===== src/rtl/display_scan_ctrl.sv =====
// Time-multiplexed scan controller for common-anode 7-segment digits sharing one hex decoder.
// Optional leading-zero blanking is enabled by defining DISP_LZB_EN.
module display_scan_ctrl #(
    parameter int DIGITS  = 4,
    parameter int CLK_DIV = 50000,
    parameter int GAP_CYC = 2
) (
    input  logic                  clk,
    input  logic                  rst,
    input  logic                  load,
    input  logic [4*DIGITS-1:0]   value,
    output logic [3:0]            data,
    output logic                  blank,
    output logic [DIGITS-1:0]     digit_en,
    output logic                  pending,
    output logic                  frame_done
);

    localparam int CNT_MAX = (CLK_DIV > GAP_CYC) ? CLK_DIV : GAP_CYC;
    localparam int CNTW    = (CNT_MAX > 1) ? $clog2(CNT_MAX) : 1;
    localparam int IDXW    = $clog2(DIGITS);

    localparam logic [CNTW-1:0] SCAN_LAST = CNTW'(CLK_DIV - 1);
    localparam logic [CNTW-1:0] GAP_LAST  = CNTW'(GAP_CYC - 1);
    localparam logic [IDXW-1:0] IDX_LAST  = IDXW'(DIGITS - 1);

    typedef enum logic [1:0] {
        ST_START,
        ST_SCAN,
        ST_GAP
    } state_t;

    state_t                state_reg, state_next;
    logic [IDXW-1:0]       idx_reg, idx_next;
    logic [CNTW-1:0]       cnt_reg, cnt_next;
    logic [4*DIGITS-1:0]   shown_reg;
    logic [4*DIGITS-1:0]   shadow_reg;
    logic                  pending_reg;
    logic                  commit;
    logic                  dark;

    logic [3:0] nib [DIGITS];

    generate
        for (genvar gi = 0; gi < DIGITS; gi++) begin : g_nib
            assign nib[gi] = shown_reg[4*gi +: 4];
        end
    endgenerate

`ifdef DISP_LZB_EN
    // A digit goes dark when it and every more-significant nibble are zero; digit 0 never does.
    logic [DIGITS-1:0] lz_dark;
    generate
        for (genvar gi = 0; gi < DIGITS; gi++) begin : g_lzb
            if (gi == 0) begin : g_first
                assign lz_dark[gi] = 1'b0;
            end else begin : g_upper
                assign lz_dark[gi] = ~|shown_reg[4*DIGITS-1:4*gi];
            end
        end
    endgenerate
    assign dark = lz_dark[idx_reg];
`else
    assign dark = 1'b0;
`endif

    always_comb begin
        state_next = state_reg;
        idx_next   = idx_reg;
        cnt_next   = cnt_reg;
        commit     = 1'b0;
        frame_done = 1'b0;
        digit_en   = '1;
        blank      = 1'b1;
        data       = 4'h0;
        case (state_reg)
            ST_START: begin
                commit     = 1'b1;
                idx_next   = '0;
                cnt_next   = '0;
                state_next = ST_SCAN;
            end
            ST_SCAN: begin
                if (!dark) begin
                    digit_en = ~(DIGITS'(1) << idx_reg);
                    blank    = 1'b0;
                    data     = nib[idx_reg];
                end
                if (cnt_reg == SCAN_LAST) begin
                    cnt_next   = '0;
                    state_next = ST_GAP;
                end else begin
                    cnt_next = cnt_reg + 1'b1;
                end
            end
            ST_GAP: begin
                if (cnt_reg == GAP_LAST) begin
                    cnt_next   = '0;
                    state_next = ST_SCAN;
                    if (idx_reg == IDX_LAST) begin
                        frame_done = 1'b1;
                        commit     = 1'b1;
                        idx_next   = '0;
                    end else begin
                        idx_next = idx_reg + 1'b1;
                    end
                end else begin
                    cnt_next = cnt_reg + 1'b1;
                end
            end
            default: state_next = ST_START;
        endcase
    end

    // A load coinciding with a commit lands in the shadow after the old shadow is committed.
    always_ff @(posedge clk or posedge rst) begin
        if (rst) begin
            state_reg   <= ST_START;
            idx_reg     <= '0;
            cnt_reg     <= '0;
            shown_reg   <= '0;
            shadow_reg  <= '0;
            pending_reg <= 1'b0;
        end else begin
            state_reg <= state_next;
            idx_reg   <= idx_next;
            cnt_reg   <= cnt_next;
            if (commit && pending_reg) begin
                shown_reg <= shadow_reg;
            end
            if (load) begin
                shadow_reg  <= value;
                pending_reg <= 1'b1;
            end else if (commit) begin
                pending_reg <= 1'b0;
            end
        end
    end

    assign pending = pending_reg;

endmodule


===== config.mk =====
export PLATFORM = sky130hd
export DESIGN_NAME = display_scan_ctrl
export DESIGN_NICKNAME = d
export VERILOG_FILES = /design/src/rtl/display_scan_ctrl.sv
export SDC_FILE = /design/constraint.sdc
export NUM_CORES = 1
export LEC_CHECK = 0
export ABC_AREA = 1
export ABC_CLOCK_PERIOD_IN_PS = 3700
export BUFFER_PORTS_ARGS = -buffer_cell sky130_fd_sc_hd__clkbuf_2
export CAP_MARGIN = 10
export CORE_AREA = 2 2 78 80
export CTS_CLUSTER_SIZE = 16
export DETAILED_ROUTE_END_ITERATION = 7
export DIE_AREA = 0 0 80 82
export HOLD_SLACK_MARGIN = 0.05
export MAX_ROUTING_LAYER = met4
export PLACE_DENSITY_LB_ADDON = 0.2
export SYNTH_ARGS = -nofsm -noshare
export SYNTH_HDL_FRONTEND = slang
export SYNTH_SLANG_ARGS = --single-unit

===== constraint.sdc =====
create_clock -name clk -period 3.7 [get_ports clk]
set_input_delay 0.185 -clock clk [delete_from_list [all_inputs] [get_ports clk]]
set_output_delay 0.185 -clock clk [all_outputs]
set_load 0.01 [all_outputs]

* Word-level counts from Yosys, hierarchy flattened
Cells that the tools add are included.
** Storage, ports and cells
- Register bits after elaboration :: 53
- Output and inout port bits :: 11
** Operators by class
- Add/sub/neg operators :: 2
- $lt $le $gt $ge :: 1
- Eq/ne operators :: 7
- Shifts and indexed selects :: 1
- Muxes and demuxes :: 21
- Bitwise gates (word level) :: 2
- Reductions and logical operators :: 7
** Operators with widths (count)
- 16-bit one-hot mux with 3 select lines :: 1
- 16-bit 2-to-1 mux :: 2
- 16-bit by 1-bit adder with 16-bit output (second input constant) :: 1
- 16-bit by 1-bit == test with 1-bit output (second input constant) :: 1
- 16-bit == test (second input constant) :: 1
- 4-bit 2-to-1 mux :: 4
- 4-bit binary-select mux with 2-bit select :: 1
- 2-bit 2-to-1 mux :: 4
- 1-bit 2-to-1 mux :: 6
- 2-bit one-hot mux with 3 select lines :: 1
- 2-bit == test (second input constant) :: 2
- 2-bit != test (second input constant) :: 2
- 4-bit inverter :: 1
- 2-bit one-hot mux with 2 select lines :: 1
- 2-bit AND reduction :: 2
- 2-bit nonzero test :: 2
- 1-bit by 2-bit left shift with 4-bit output (first input constant) :: 1
- 3-bit >= comparator (second input constant) :: 1
- 2-bit inverter with 3-bit output :: 1
- 3-bit nonzero test :: 1
- 2-bit by 1-bit adder with 2-bit output (second input constant) :: 1
- 2-bit by 1-bit == test with 1-bit output (second input constant) :: 1
- 2-bit logical NOT :: 1
- 1-bit one-hot mux with 2 select lines :: 1
- 1-bit logical AND :: 1

* Logic depth before layout (Yosys ltp)
- Word-level depth :: 6
- Depth in mapped cells :: 12
- Gate-level depth less buffers :: 11

* Worst setup path after synthesis
OpenSTA, ideal clock, no wires.
- Path kind :: reg2reg
- Start point :: reg cnt_reg[1]
- End point :: reg cnt_reg[10]
- Setup time :: 0.133 ns
- Arrival :: 1.362 ns
- Required time :: 3.567 ns
- Setup slack :: 2.205 ns
- Cell stages (with the launch flop) :: 13
- Period minus slack after synthesis :: 1.495 ns
- Cells stage by stage :: dfrtp_1 inv_1 ha_1 inv_1 nor2_1 nand2_1 nor2_2 nand2_1 nand2_1 nand2_4 nand2_2 buf_6 a21oi_1
** On the way
- Cells in the longest elaborated chain, start to end :: 3
- Elaborated cells on any way between the ends :: 6
- Those cells by class :: 1 x add/sub; 2 x eq/ne; 3 x mux
** Ends and longest elaborated chain
- from (decl) :: line 35 : logic [CNTW-1:0] cnt_reg, cnt_next;
- from (signal assigned) :: line 127 : cnt_reg <= cnt_next;
- 16-bit by 1-bit adder with 16-bit output, or another cell as far along :: line 93, 108
- 16-bit 2-to-1 mux (on tied branches) :: line 97, 89
- 16-bit one-hot mux with 3 select lines * :: line 76 : case (state_reg)
Mark *: on every way between the ends. The rest lies on a longest branch, timed or not.
A chain may end at the register's enable or synchronous reset.

* Worst setup path in the final report
- Start point :: reg cnt_reg[1]
- End point :: out frame_done
** On the way
- Cells in the longest elaborated chain, start to end :: 3
** Ends and longest elaborated chain
- 16-bit by 1-bit == test with 1-bit output :: line 97 : if (cnt_reg == GAP_LAST) begin
- 1-bit 2-to-1 mux :: line 97
- 1-bit 2-to-1 mux :: line 76
- to (decl) :: line 16 : output logic frame_done
Every way passes these cells.

==> impl_results.md <==
* Status: finished clean
* Place WS at about 1900 ps
* Fin. Hold Viols at 0
* Tightest Pin Transition at 1070 ps
* Unrepaired setup endpoints after global routing: false
* Ant. Diodes at 0
* Post-Synth Simple-Gate Area at 0.265
* Critical path's largest stage delay at around 420 ps
* Remaining Overflow, GRT at 0
* Max clock buf depth at 2
* Number of flops mapped to enable cells by yosys at 0
* Inst Count DP at approximately 420
* Hold path depth at 2
* Crit. End Element: primary output
* Synth area leaders: dfrtp_1 48%, nand2_1 11%, mux2_2 6.5%, nor2_1 6.1%, nand3_1 5.0%
* Drt total wl at 5530 µm
* Die area at between 6000 and 7000 µm²
* Largest net degree at the start of global routing at 54
* Static Leak at 1.50 nW
* Post-CTS Setup Inserts at 0
* CP top delay family: simple AND/OR/NAND/NOR gates
* Crit path cell chain: inv_1 > ha_1 > nand3_1 > nor4_1 > nand2_1 > nor2_1 > clkbuf_2
* Fin crit period at 1870 ps
* Vias in the first global route at 2,088
* Layout Cells excl Fill at 432
* Initial antenna violation count at 0
* Buffers & Inverters on Critical Path at 2
* Skew final at between 8 and 9 ps
* Sequential fraction of the synthesis area at 0.477
* Storage cell area at around 1300 µm²
* Later-pin clock latency in the skew report at 310 ps
* First-pass DRT Iterations at 4
* Crit Path Max Fanout at 4
* Mux contribution to synthesized area at 0.0648
* Reg clk slew, reported paths at 100 ps
* Ports at 30
* FILL cells at between 500 and 600
* Yosys warnings at 0
* Global Route Usage Sum at 0.191
* HP Class: primary input to flop
* Cell Pwr Density at approximately 340 nW/µm²
* DPL Wire Length at 4080 µm
* Nets@finish at roughly 390
* Reg2reg path depth at 11
* Crit share post-route at 0.505
* Synth Area in Compound Gates at 0.0698
* Post-Synthesis Cells at 330
* Vias per cell at 5.08
* Post-cts sizing count at 0
* Top cell type's share of synthesized area at 0.477
* TritonCTS Buffers at 5
* Layout area overhead at 9.95%
* Library cells used by synthesis at 27
* Top-count cell post-synth: nand2_1
* CP arrival at roughly 1700 ps
* Post-synth top cells: 82 x nand2_1, 53 x dfrtp_1, 45 x nor2_1
* Via count at 2,194
* Initial drt markers at between 100 and 150
* Post-synth top flop: dfrtp_1
* Crit start category: flop
* Core Area at between 5000 and 6000 µm²
* Synth Area in XOR/XNOR at 0.0221
* Layout cell share with drive strength beyond 1 at 0.182
* Asr flop ratio synth at 1.00
* Final design utilization at 0.532
* Max frequency at 0.535 GHz
* CP Class: flop to primary output
* Die Y at slightly above 80 µm
* WL/cell at ~13 µm
* Area of placed instances at around 3000 µm²
* Endpoints failing setup at 0
* WP depth at 7
* Yosys reg bits at 53
* Max cap viols at 0
* Net Count, Synth at 359
* Final instance area at 3060 µm²
* Synth area leader: dfrtp_1
* Final worst setup slack at roughly 1800 ps
* Post-Synth Adder-Cell Area at 0.0450
* Critical Path RT at 3510 ps
* Max H-tree Level at 2
* Clk root buf: clkbuf_8
* # hold bufs at CTS at 0
* Antenna-violating nets left at 0
* Port bufs at 29
* Row count at 28
* Synth Area per Inst at roughly 8.4 µm²
* Die Width at ~80 µm
* CTS tree: yes
* Initial core utilization at 0.484
* Multi-input combinational cell area at ~1300 µm²
* Gpl congestion at between 0.8 and 0.9
* Drc violations at 0
* Netlist Area Pre-Place at about 2800 µm²
* CTS Sinks at between 50 and 60
* Peak VDD IR at around 250 µV
* Rel. slew slack at 0.282
* Setup tns final at 0 ps
* Largest family of logic cells by synthesized area: simple AND/OR/NAND/NOR gates
* Final Slew Violations at 0
* First-pass GRT wire length at 9450 µm
* Critical path's slowest cell: dfrtp_1
kinds of logic after synthesis:
logic type,Yosys count
adder cells (fa/ha/maj),10
flip-flops,53
AO/OA/AOI/OAI,38
AND/OR/NAND/NOR,171
buffers and inverters,35
multiplexers,16
XOR/XNOR,7
final timing paths:
kind | slack [ps] | to | startpoint
worst max-delay path | 1830 | frame_done | cnt_reg[1]
worst min-delay path | 100 | shadow_reg[11] | value[11]
max in group asynchronous | 2920 | shadow_reg[1] | rst
worst min register to register | 480 | shown_reg[6] | shown_reg[6]
min in group asynchronous | 120 | shown_reg[8] | rst
worst max register to register | 1930 | shown_reg[3] | cnt_reg[1]
cell usage in the layout (no fill, tap or decap), drive strengths merged:
| cell type | count |
|---|---|
| mux2 | 16 |
| dfrtp | 53 |
| clkbuf | 35 |
| nand3 | 28 |
| ha | 10 |
| nor4 | 1 |
| clkinv | 2 |
| o22ai | 1 |
| nor3 | 1 |
| or2 | 1 |
| nand4 | 4 |
| nor2 | 49 |
| nand2 | 87 |
| inv | 25 |
| a21oi | 17 |
| o21bai | 1 |
| o21ai | 19 |
| xor2 | 6 |
| xnor2 | 1 |
area by class of cell:
cell class                 instances  area share
clock inverter                     2     0.00573
tap                               75      0.0307
multi-input combinational        242       0.424
clock buffer                       6      0.0270
timing repair buffer              29      0.0475
inverter                          25      0.0307
sequential                        53       0.434
stage by stage:
step                      hold WS (ps)  power, mW
after floorplan                    337      0.668
after global placement             417      0.689
after detailed placement           422      0.692
after CTS                         93.7       1.04
after global routing              95.4       1.07
final                              101       1.03
routing by layer:
| layer | global-route usage | vias to the layer above | part of all wire |
|---|---|---|---|
| li1 | - | 1115 | - |
| met1 | 0.235 | 1028 | 0.46 |
| met2 | 0.321 | 43 | 0.49 |
| met3 | 0.0363 | 8 | 0.035 |
| met4 | 0.0559 | 0 | 0.017 |
| met5 | - | - | 0 |
power by group:
| group | switching [mW] | total [mW] | leakage (nW) | internal, mW |
|---|---|---|---|---|
| logic | 0.0287 | 0.0577 | 0.782 | 0.0290 |
| clock network | 0.197 | 0.353 | 0.0518 | 0.156 |
| registers | 0.0151 | 0.620 | 0.667 | 0.605 |
| total | 0.241 | 1.03 | 1.50 | 0.790 |
Note: power is estimated with default switching activity, not from simulation.
